**src/rtl/sync_reset_monitor.sv**
```systemverilog
// Passive observer of a synchronous reset line: measures idle/active run lengths, flags short
// pulses and queues timestamped edge records. Optional stuck-reset timeout: SYNC_RESET_MONITOR_TIMEOUT_EN.
module sync_reset_monitor #(
    parameter bit RESET_POLARITY    = 1'b1,
    parameter int MIN_ACTIVE_CYCLES = 10,
    parameter int MAX_ACTIVE_CYCLES = 1000,
    parameter int CNT_WIDTH         = 16,
    parameter int FIFO_DEPTH        = 4
) (
    input  logic                 clock,
    input  logic                 reset,
    input  logic                 mon_reset,
    output logic                 in_reset,
    output logic                 evt_valid,
    input  logic                 evt_ready,
    output logic                 evt_kind,
    output logic [CNT_WIDTH-1:0] evt_cycles,
    output logic                 short_err,
    output logic                 ovf_err,
    output logic [7:0]           drop_cnt,
    output logic                 stuck_err
);

    localparam int AW    = (FIFO_DEPTH > 1) ? $clog2(FIFO_DEPTH) : 1;
    localparam int REC_W = CNT_WIDTH + 1;

    localparam logic [CNT_WIDTH-1:0] CNT_MAX   = '1;
    localparam logic [CNT_WIDTH-1:0] CNT_ONE   = CNT_WIDTH'(1);
    localparam logic [31:0]          MIN_LIMIT = 32'(MIN_ACTIVE_CYCLES);
    localparam logic [AW:0]          DEPTH_W   = (AW + 1)'(FIFO_DEPTH);

    typedef enum logic [1:0] {
        INIT   = 2'd0,
        IDLE   = 2'd1,
        ACTIVE = 2'd2
    } state_t;

    state_t                 state;
    state_t                 state_nxt;
    logic [CNT_WIDTH-1:0]   count;
    logic [CNT_WIDTH-1:0]   count_nxt;
    logic [CNT_WIDTH-1:0]   count_inc;
    logic                   mon_active;

    logic                   push;
    logic                   push_kind;
    logic [CNT_WIDTH-1:0]   push_cycles;
    logic                   short_hit;

    logic [REC_W-1:0]       mem [FIFO_DEPTH];
    logic [AW-1:0]          wr_ptr;
    logic [AW-1:0]          rd_ptr;
    logic [AW:0]            occ;
    logic                   full;
    logic                   pop;
    logic                   push_ok;
    logic                   drop;
    logic [REC_W-1:0]       head;

    assign mon_active = (mon_reset == RESET_POLARITY);
    assign count_inc  = (count == CNT_MAX) ? count : count + CNT_ONE;

    // Next-state logic: every edge of the monitored line emits one record and restarts the count.
    always_comb begin
        state_nxt   = state;
        count_nxt   = count;
        push        = 1'b0;
        push_kind   = 1'b0;
        push_cycles = '0;
        short_hit   = 1'b0;
        case (state)
            INIT: begin
                state_nxt = mon_active ? ACTIVE : IDLE;
                count_nxt = CNT_ONE;
            end
            IDLE: begin
                if (mon_active) begin
                    push        = 1'b1;
                    push_kind   = 1'b1;
                    push_cycles = count;
                    state_nxt   = ACTIVE;
                    count_nxt   = CNT_ONE;
                end else begin
                    count_nxt = count_inc;
                end
            end
            ACTIVE: begin
                if (!mon_active) begin
                    push        = 1'b1;
                    push_kind   = 1'b0;
                    push_cycles = count;
                    short_hit   = (32'(count) < MIN_LIMIT);
                    state_nxt   = IDLE;
                    count_nxt   = CNT_ONE;
                end else begin
                    count_nxt = count_inc;
                end
            end
            default: begin
                state_nxt = INIT;
                count_nxt = '0;
            end
        endcase
    end

    always_ff @(posedge clock) begin
        if (!reset) begin
            state <= INIT;
            count <= '0;
        end else begin
            state <= state_nxt;
            count <= count_nxt;
        end
    end

    assign in_reset = (state == ACTIVE);

    // A full FIFO still accepts a push when the head is leaving on the same edge.
    assign full    = (occ == DEPTH_W);
    assign pop     = evt_valid && evt_ready;
    assign push_ok = push && (!full || pop);
    assign drop    = push && full && !pop;

    always_ff @(posedge clock) begin
        if (!reset) begin
            wr_ptr <= '0;
            rd_ptr <= '0;
            occ    <= '0;
        end else begin
            if (push_ok) begin
                wr_ptr <= wr_ptr + 1'b1;
            end
            if (pop) begin
                rd_ptr <= rd_ptr + 1'b1;
            end
            if (push_ok && !pop) begin
                occ <= occ + 1'b1;
            end else if (pop && !push_ok) begin
                occ <= occ - 1'b1;
            end
        end
    end

    always_ff @(posedge clock) begin
        if (push_ok) begin
            mem[wr_ptr] <= {push_kind, push_cycles};
        end
    end

    assign head       = mem[rd_ptr];
    assign evt_valid  = (occ != '0);
    assign evt_kind   = evt_valid ? head[REC_W-1] : 1'b0;
    assign evt_cycles = evt_valid ? head[CNT_WIDTH-1:0] : '0;

    // Sticky error flags; only block reset clears them.
    always_ff @(posedge clock) begin
        if (!reset) begin
            short_err <= 1'b0;
            ovf_err   <= 1'b0;
            drop_cnt  <= 8'd0;
        end else begin
            if (short_hit) begin
                short_err <= 1'b1;
            end
            if (drop) begin
                ovf_err <= 1'b1;
                if (drop_cnt != 8'hFF) begin
                    drop_cnt <= drop_cnt + 8'd1;
                end
            end
        end
    end

`ifdef SYNC_RESET_MONITOR_TIMEOUT_EN
    // A limit beyond the counter range trips when the counter saturates.
    localparam logic [CNT_WIDTH-1:0] STUCK_LIMIT =
        (longint'(MAX_ACTIVE_CYCLES) > longint'(CNT_MAX)) ? CNT_MAX : CNT_WIDTH'(MAX_ACTIVE_CYCLES);

    logic stuck_q;

    always_ff @(posedge clock) begin
        if (!reset) begin
            stuck_q <= 1'b0;
        end else if (state_nxt == ACTIVE && count_nxt >= STUCK_LIMIT) begin
            stuck_q <= 1'b1;
        end
    end

    assign stuck_err = stuck_q;
`else
    assign stuck_err = 1'b0;
`endif

endmodule

```
**config.mk**
```make
export PLATFORM = sky130hd
export DESIGN_NAME = sync_reset_monitor
export DESIGN_NICKNAME = d
export VERILOG_FILES = /design/src/rtl/sync_reset_monitor.sv
export SDC_FILE = /design/constraint.sdc
export NUM_CORES = 1
export LEC_CHECK = 0
export ABC_AREA = 1
export CAP_MARGIN = 10
export CORE_MARGIN = 10
export CORE_UTILIZATION = 35
export DETAILED_ROUTE_END_ITERATION = 10
export GPL_ROUTABILITY_DRIVEN = 0
export PLACE_DENSITY = 0.63
export RECOVER_POWER = 100
export SYNTH_ARGS = -nofsm -noshare
export SYNTH_HDL_FRONTEND = slang
export SYNTH_SLANG_ARGS = --single-unit
```
**constraint.sdc**
```tcl
create_clock -name clock -period 2.58 [get_ports clock]
set_input_delay 0.516 -clock clock [delete_from_list [all_inputs] [get_ports clock]]
set_output_delay 0.516 -clock clock [all_outputs]
set_load 0.02 [all_outputs]
```
* Yosys cells after proc, flatten, opt, wreduce, memory -nomap -nowiden
Memories as Yosys holds them, arrays and structs flattened. A register that Yosys moved wholly into a read port is not among the register bits.
Index checks and enable logic that the tools add are counted.
** Storage, ports and cells
- Register bits after elaboration :: 35
- RAM bits :: 68
- Input bits :: 4
- Output and inout bits :: 30
- Memories :: 1
** Cells by class
- Add/sub/neg operators :: 6
- $lt $le $gt $ge :: 1
- Eq/ne operators :: 7
- Muxes and demuxes :: 25
- Reduce and logical (&&, ||, !) cells :: 15
** Memories
- mem :: words 4, bits a word 17, rd ports 1, clocked after Yosys merged registers in 1, write ports 1, RTL line 50 : logic [REC_W-1:0] mem [FIFO_DEPTH];
** Operators with widths (count)
- $mux 16 :: 6
- $pmux 16 s3 :: 1
- $pmux 16 s2 :: 1
- $add 16x1->16 const B :: 1
- $eq 16x16->1 const B :: 1
- $lt 16x4->1 const B :: 1
- $mux 2 :: 5
- $add 8x1->8 const B :: 1
- $mux 1 :: 8
- $ne 8x8->1 const B :: 1
- $logic_and 1x1->1 :: 6
- $mux 3 :: 2
- $pmux 2 s3 :: 1
- $add 2x1->2 const B :: 2
- $ne 2x2->1 const B :: 2
- $reduce_and 2->1 :: 2
- $add 3x1->3 const B :: 1
- $eq 3x3->1 const B :: 1
- $logic_not 1->1 :: 3
- $reduce_bool 3->1 :: 1
- $sub 3x1->3 const B :: 1
- $eq 2x1->1 const B :: 1
- $eq 2x2->1 const B :: 1
- $logic_not 2->1 :: 1
- 3 further kinds :: 3

* Longest topological paths before layout
Gate-level depths: netlist of the first run.
- Depth in word-level cells :: 8
- Mapped depth :: 15
- Gate-level depth less buffers :: 15

* Worst setup path after synthesis of the first run
Ideal clock, no wire load.
- Kind :: register to register
- From :: reg state[0]
- To :: mem mem[0][0] (netlist bit) (enable)
- Library setup time :: 391 ps
- Data arrival time :: 1837 ps
- Data required time :: 2189 ps
- Setup slack :: 352 ps
- Cell stages (with the launch flop) :: 7
- Buffers on the path :: 0
- Cell sequence :: dfxtp_1 inv_1 ha_1 a21oi_4 inv_2 nand2_2 nor2_1
** Between the ends
- Cells in the longest elaborated chain, start to end :: 5
- Elaborated cells on any way between the ends :: 6
** Ends and longest elaborated chain
- start, declared :: RTL line 38 : state_t state;
- start signal, assigned :: RTL line 111 : state <= state_nxt;
- $eq 2x2->1
- named net in_reset :: RTL line 13 : output logic in_reset,
- $pmux 1 s2 :: RTL line 71 : case (state)
- $logic_and 1x1->1 :: RTL line 121 : assign push_ok = push && (!full || pop);
- $mux 1 :: RTL line 145 : if (push_ok) begin
- $mux 1 (implied by the code) :: RTL line 146 : mem[wr_ptr] <= {push_kind, push_cycles};
- end, declared :: RTL line 50
The timed path passes the listed nets, and every way through them passes these cells.

==> results of run 1 <==
## sequential cells by signal, summed over array words and instances, names as in the netlist, named ones only
name / cells
drop_cnt: 8
wr_ptr: 2
short_err: 1
state: 2
ovf_err: 1
rd_ptr: 2
occ: 3
mem: 68
count: 16
## timing repair
action / in CTS / in global routing
hold buffers: 0 / 0
setup endpoints to repair: 5 / 7
pin swaps: 0 / 0
hold endpoints to repair: 0 / 0
resized for setup: 5 / 6
buffers inserted: 0 / 0
## cells in the final DEF, fill, tap and decap left out, types with 2 or more instances in the layout
cell	instances
dlygate4sd3_1	13
ha_1	11
clkbuf_16	9
dlygate4sd2_1	5
o21ai_0	51
nand2_1	55
dfxtp_1	37
nor2_1	96
o211ai_1	4
inv_1	57
nand4_1	7
clkinv_1	3
nand2_2	2
nor2_2	4
edfxtp_1	68
nand3_1	21
inv_6	2
clkbuf_1	11
o21ai_1	4
inv_2	4
clkbuf_2	4
nor2_4	3
clkdlybuf4s50_1	9
a21oi_1	42
nor3_1	19
clkinv_2	2
xnor2_1	4
buf_4	6
## kinds of logic (layout without fill, tap and decap cells)
kind of cell               after synthesis  count (layout)  synth area share [%]
other                                    1               1                0.0781
AOI/OAI and AO/OA                      103             103                  11.3
buffers and inverters                   80             128                  6.83
DFF                                    105             105                  57.9
and+or+nand+nor                        212             212                  19.7
xor gates and xnor gates                 5               5                 0.912
adders and majority gates               12              12                  3.28
## through the flow
stage                     TNS [ns]  util [%]  total power [W]
final                            0      41.8          0.00477
after global routing             0      41.8          0.00503
after CTS                        0      42.7          0.00494
after detailed placement  -0.00780      40.8          0.00375
after global placement           0      40.8          0.00372
after floorplan                  0         -          0.00298
## critical path: stages (launching register included)
cell	delay, ns
dfxtp_1	0.37
buf_6	0.21
nor2_1	0.07
nor2_1	0.09
o21ai_0	0.09
a21oi_1	0.16
clkdlybuf4s50_1	0.63
## layout make-up
type / instances / area [sq um]
fill: 1283 / 7770
sequential: 105 / 2780
multi-input combinational: 333 / 1680
timing repair buffer: 49 / 402
inverter: 63 / 236
clock buffer: 11 / 233
tap: 176 / 220
clock inverter: 5 / 31.3
## power breakdown
part / total [W] / switching, W / internal (W) / leakage, nW
clock network: 0.00122 / 0.000564 / 0.000655 / 0.132
logic: 0.00158 / 0.00104 / 0.000544 / 1.02
registers: 0.00196 / 0.0000641 / 0.00190 / 0.970
## metal layers
layer	GRT usage (%)	part of all wire, %	vias to the layer above
met5	0	0	-
met1	13.3	44	1675
met2	19.3	51	43
met3	1.65	3.0	9
met4	5.27	1.5	0
li1	-	-	1816
## worst paths after layout
| check | startpoint | end | slack [ns] |
|---|---|---|---|
| worst max-delay path | register | evt_cycles[11] | 0.11 |
| worst min-delay path | short_err | short_err | 0.46 |
| worst max register to register | state[1] | occ[1] | 0.28 |
| worst min register to register | short_err | short_err | 0.46 |
==> key figures, run 1 <==
Outcome
  – Run status: complete, no violations

Synthesis
  – Most frequent cells after synthesis: nor2_1 (94), edfxtp_1 (68), inv_1 (55), nand2_1 (55), o21ai_0 (50)
  – Number of synthesis warnings: 0
  – Synth Register Bits: 105
  – Async S/R FF share, synth: 0%
  – Post-Synthesis Mean Instance Area: 9.27 sq um
  – Cell accounting for the most synthesized area: edfxtp_1
  – Synthesized netlist cell count: 518
  – Number of flops mapped to enable cells by yosys: 68
  – Net count after synthesis: 534
  – Sequential element share of the synthesized area: 57.9%
  – Biggest area contributors in the synthesized netlist: edfxtp_1 (43%), dfxtp_1 (15%), nor2_1 (7.3%)
  – Number of library cell types mapped by synthesis: 35
  – Netlist area before placement: 4800 sq um
  – Share of the synthesized area in the top cell type: 42.5%
  – Cell with the most instances after synthesis: nor2_1
  – Dominant synthesized flop cell: edfxtp_1

STA
  – RSZ-0062 raised after global routing: no
  – Final Critical Period: 2.47 ns
  – Final setup vio count: 0
  – Final Cycle Share: 95.9%
  – Final Max Tran Viols: 0
  – Top achievable clock speed: 404 MHz
  – Worst clock skew on the final layout: 0.00924 ns
  – WHS: 0.461 ns
  – Worst relative slew slack: 54.4%
  – Final critical-path setup slack: 0.107 ns
  – Slew at the pin closest to its max-slew limit: 0.684 ns
  – Final Hold Violating Endpoints: 0

Drt
  – Iteration-0 DRC count of the detailed router: 260
  – Vias per inst: 4.77
  – Vias post-DR: 3543
  – Number of nets still failing antenna checks after routing: 0
  – Drt wl/cell: 13.8 um
  – Number of remaining DRC errors: 0
  – First-pass detailed-route iteration total: 4
  – WL final: 10.2 mm

Critical path
  – Largest driver fanout on the critical path: 22
  – R2R cell count: 13
  – CP required: 2.06 ns
  – Element type at the critical path end: output pin
  – Worst endpoint data arrival time: 1.96 ns
  – Critical path start-end classification: register to output pin
  – Launching element type of the critical path: register

GRT
  – Vias in the first global route: 3385
  – Pin count of the biggest net entering global routing: 23
  – First-pass GRT wire length: 16.6 mm
  – Initial antenna violation count: 0
  – GRT Overall Usage: 11.2%
  – Sum of overflow across all layers after global routing: 0

Placed design
  – Number of buffer cells added on primary ports: 32
  – Placed inst area: 5440 sq um
  – Placement-stage worst setup slack: -0.00780 ns
  – Placed Instances: 726
  – Half-perimeter wire length of the detailed placement result: 7.14 mm

Run
  – Max Cap Violations: 0

Worst hold path
  – Hold depth: 2
  – Min-delay worst type: register to register

Finish
  – Area delta synth->final: 16.2%
  – Ratio of cells with drive above 1 in the final layout: 7.95%
  – Number of diodes: 0
  – Post-route insts no fill: 742
  – Final nets: 577
  – Fin area: 5580 sq um

Power and ir drop
  – Peak VDD IR: 0.000325 V
  – Leakage dissipation: 2.13 nW
  – Power per cell area: 854 nW/um^2

Die
  – Y dimension of the die: 137 um
  – Core Rows: 42
  – Number of ports placed on the die boundary: 34
  – Placeable Area: 13300 sq um
  – Die area: 18800 sq um
  – Die span in x: 137 um
  – Initial standard-cell utilization of the core: 36.0%

Clock network
  – Clock buffers created by TritonCTS: 9
  – Total number of H-tree levels: 3
  – TritonCTS clock tree: done
  – Clk Latency, worst-skew pair: 0.34 ns
  – Clock tree sinks: 105
  – CTS Root Buffer Type: clkbuf_16
  – Buffer depth of the longest clock path: 2
  – Clock-pin transition on the worst setup and hold timing paths: 0.06 ns
No activity file was read; power rests on OpenSTA's default activity.
==> inputs of run 2 (changes only) <==
--- a/config.mk
+++ b/config.mk
@@ -5,7 +5,6 @@
 export SDC_FILE = /design/constraint.sdc
 export NUM_CORES = 1
 export LEC_CHECK = 0
-export ABC_AREA = 1
 export CAP_MARGIN = 10
 export CORE_MARGIN = 10
 export CORE_UTILIZATION = 35
==> run 2 against run 1 <==
Compared with the run above:
- register-to-register slack hardly changed
- setup slack better by 0.017 ns
- die area is 2.4% lower
- cell area is 1.6% lower
- worst hold slack better by 0.031 ns
- global-route usage is 1.2 points lower
- core utilization hardly changed
- sequential cell count stayed put
- clock skew is 0.00089 ns lower
- via count is 20% lower
- first-iteration DRC count is 25% lower
- non-clock buffer count is 1 lower
==> key figures, run 2 <==
Clock network
  – Count of hold buffers inserted by post-cts repair: 0 (unchanged)
  – CTS Root Buffer Type: clkbuf_16
  – Clock buffers created by TritonCTS: 9 (unchanged)
  – Clock tree sinks: 105 (unchanged)
  – Clock-pin transition on the worst setup and hold timing paths: 0.07 ns (about the same)
  – Clk Latency, worst-skew pair: 0.35 ns (about the same)
  – TritonCTS clock tree: done
  – Buffer depth of the longest clock path: 2 (unchanged)
  – Total number of H-tree levels: 3 (unchanged)

Synthesis
  – Biggest area contributors in the synthesized netlist: edfxtp_1 (44%), dfxtp_1 (16%), mux4_2 (8.2%)
  – Synthesized netlist cell count: 345 (-33%)
  – Number of library cell types mapped by synthesis: 59 (+69%)
  – Async S/R FF share, synth: 0% (unchanged)
  – Sequential element share of the synthesized area: 59.6% (+1.7 points)
  – Share of the synthesized area in the top cell type: 43.8% (+1.2 points)
  – Dominant synthesized flop cell: edfxtp_1
  – Cell with the most instances after synthesis: edfxtp_1
  – Number of synthesis warnings: 0 (unchanged)
  – Net count after synthesis: 361 (-32%)
  – Post-Synthesis Mean Instance Area: 13.5 sq um (+46%)
  – Synth Register Bits: 105 (unchanged)
  – Cell accounting for the most synthesized area: edfxtp_1
  – Netlist area before placement: 4670 sq um (-2.8%)
  – Number of flops mapped to enable cells by yosys: 68 (unchanged)
  – Most frequent cells after synthesis: edfxtp_1 (68), dfxtp_1 (37), and2_1 (23)

Critical path
  – Crit path cell chain: buf_6 -> mux4_2 -> and2_1 -> dlygate4sd2_1
  – CP max stage cell: mux4_2
  – Reg2Reg Launch Point: state[1]
  – Worst r2r dst: occ[2]
  – CP top delay family: buffers and inverters
  – Worst endpoint data arrival time: 1.94 ns (-0.02 ns)
  – Critical path start-end classification: register to output pin
  – Buf+Inv Stages, Crit Path: 2 (unchanged)
  – Element type at the critical path end: output pin
  – Launching element type of the critical path: register
  – Largest driver fanout on the critical path: 17 (-23%)
  – R2R cell count: 10 (-3)
  – Max incr delay on CP: 0.54 ns (-0.09 ns)
  – Slack of the worst reg-to-reg path: 0.29 ns (about the same)
  – CP required: 2.06 ns (about the same)

STA
  – Top achievable clock speed: 407 MHz (+0.68%)
  – Final Critical Period: 2.46 ns (-0.0167 ns)
  – RSZ-0062 raised after global routing: no
  – Worst relative slew slack: 41.9% (-13 points)
  – Final setup vio count: 0 (unchanged)
  – Final Max Tran Viols: 0 (unchanged)
  – Final Cycle Share: 95.2% (-0.65 points)
  – Worst clock skew on the final layout: 0.00835 ns (-0.000893 ns)
  – Final Hold Violating Endpoints: 0 (unchanged)
  – TNS Setup: 0 ns (unchanged)
  – Slew at the pin closest to its max-slew limit: 0.861 ns (+0.177 ns)

Die
  – Y dimension of the die: 135 um (-1.2%)
  – Core Rows: 42 (unchanged)
  – Number of ports placed on the die boundary: 34 (unchanged)
  – Placeable Area: 13100 sq um (-1.6%)
  – Die area: 18400 sq um (-2.4%)
  – Die span in x: 135 um (-1.2%)
  – Initial standard-cell utilization of the core: 35.5% (-0.45 points)

Outcome
  – Run status: complete, no violations

GRT
  – Vias in the first global route: 2757 (-19%)
  – Pin count of the biggest net entering global routing: 21 (-8.7%)
  – Initial antenna violation count: 0 (unchanged)
  – First-pass GRT wire length: 14.4 mm (-13%)
  – Sum of overflow across all layers after global routing: 0 (unchanged)
  – GRT Overall Usage: 9.93% (-1.2 points)

Finish
  – Top flop regs: mem x68, count x16, drop_cnt x8
  – Most common library cell in the layout ignoring fill and taps: edfxtp_1
  – Filler cells: 1273 (-0.78%)
  – Number of flip-flops in the largest register: 68 (unchanged)
  – Final core occ: 41.8% (about the same)
  – Area delta synth->final: 17.6%
  – Most frequent cells in the layout: edfxtp_1 (68), dfxtp_1 (37), nor2_1 (22)
  – Register name with the most flops: mem
  – Post-route insts no fill: 569 (-23%)
  – Final nets: 404 (-30%)
  – Fin area: 5490 sq um (-1.6%)
  – Ratio of cells with drive above 1 in the final layout: 13.7% (+5.8 points)
  – Number of diodes: 0 (unchanged)

Worst hold path
  – Min-delay worst type: register to register
  – End of the worst hold path: ovf_err
  – Hold depth: 2 (unchanged)
  – Startpoint of the most critical hold path: ovf_err

Drt
  – Vias per inst: 4.97 (+4.1%)
  – Number of remaining DRC errors: 0 (unchanged)
  – Iteration-0 DRC count of the detailed router: 196 (-25%)
  – Number of nets still failing antenna checks after routing: 0 (unchanged)
  – First-pass detailed-route iteration total: 4 (unchanged)
  – Drt wl/cell: 15.2 um (+10%)
  – Vias post-DR: 2827 (-20%)
  – WL final: 8.63 mm (-16%)

Placed design
  – Half-perimeter wire length of the detailed placement result: 5.93 mm (-17%)
  – Placed inst area: 5260 sq um (-3.4%)
  – Number of buffer cells added on primary ports: 32 (unchanged)
  – Placed Instances: 553 (-24%)

Power and ir drop
  – Pwr Total: 0.00501 W (+5.1%)
  – Leakage dissipation: 2.01 nW (-5.5%)
  – Power per cell area: 912 nW/um^2 (+6.8%)
  – Peak VDD IR: 0.000391 V (+20%)

Run
  – Max Cap Violations: 0 (unchanged)
run 2: cell types whose count changed after synthesis, sizes merged, moves of 4 or more:
cell,delta
a21oi,-30
and2,+24
and3,+19
inv,-53
mux2i,+8
mux4,+17
nand2,-46
nand3,-13
nor2,-81
nor3,-14
nor4,+5
o21ai,-43
or3,+9
xor2,+4
run 2: cell families (layout without fill, tap and decap cells):
family                     Yosys count  count (layout)  share of synthesized area (%)
DFF                                105             105                           59.6
muxes                               26              26                           10.2
and+or+nand+nor                    125             125                           16.6
xor gates and xnor gates             7               7                           1.31
other                                1               1                         0.0804
AOI/OAI and AO/OA                   43              43                           6.19
adders and majority gates           12              12                           3.38
buffers and inverters               26              74                           2.60
run 2: metrics by stage:
| step | hold slack (ns) | setup WS, ns |
|---|---|---|
| global placement | 0.480 | 0.0165 |
| finish | 0.491 | 0.123 |
| CTS | 0.515 | 0.124 |
| global route | 0.541 | 0.0175 |
| detailed placement | 0.490 | -0.0729 |
| floorplan | 0.465 | 0.0597 |
run 2: timing repair:
item	CTS	global route
setup buffers	0	0
gates resized for setup	17	0
setup endpoints to repair	17	0
run 2: routing by layer:
| metal | share of wire, % | routed length [um] | vias to the layer above | GRT usage, % |
|---|---|---|---|---|
| li1 | - | - | 1401 | - |
| met1 | 47 | 4050 | 1384 | 12.5 |
| met2 | 47 | 4080 | 33 | 15.5 |
| met3 | 4.2 | 364 | 9 | 3.12 |
| met4 | 1.5 | 130 | 0 | 4.13 |
| met5 | 0 | 0 | - | 0 |
run 2: cell type report:
cell class	count	area (sq um)	area share (%)
Sequential cell	105	2780	50.7
Multi-Input combinational cell	214	1740	31.7
Timing Repair Buffer	48	395	7.20
Clock buffer	9	225	4.10
Tap cell	176	220	4.01
Clock inverter	7	88.8	1.62
Inverter	10	37.5	0.684
run 2: worst max-delay path by stage:
stage                   start  depth (start not counted)             to
finish               register                          4  evt_cycles[6]
global route         register                          4  evt_cycles[4]
CTS                  register                          4       evt_kind
detailed placement  mon_reset                          9         occ[2]
global placement    mon_reset                          9         occ[2]
floorplan            state[0]                         10         occ[2]
run 2: report_power, final:
part / internal (W) / switching, W
registers: 0.00199 / 0.0000996
logic: 0.000677 / 0.000813
clock network: 0.000780 / 0.000644
run 2: worst register-to-register path, delay by kind of cell, from the launching register on:
kind | cells | cell delay, ns
multiplexers | 1 | 0.15
buffers and inverters | 2 | 0.16
flip-flops | 1 | 0.37
adder cells (fa/ha/maj) | 3 | 0.79
XOR/XNOR | 1 | 0.15
AND/OR/NAND/NOR | 2 | 0.47
AO/OA/AOI/OAI | 1 | 0.14
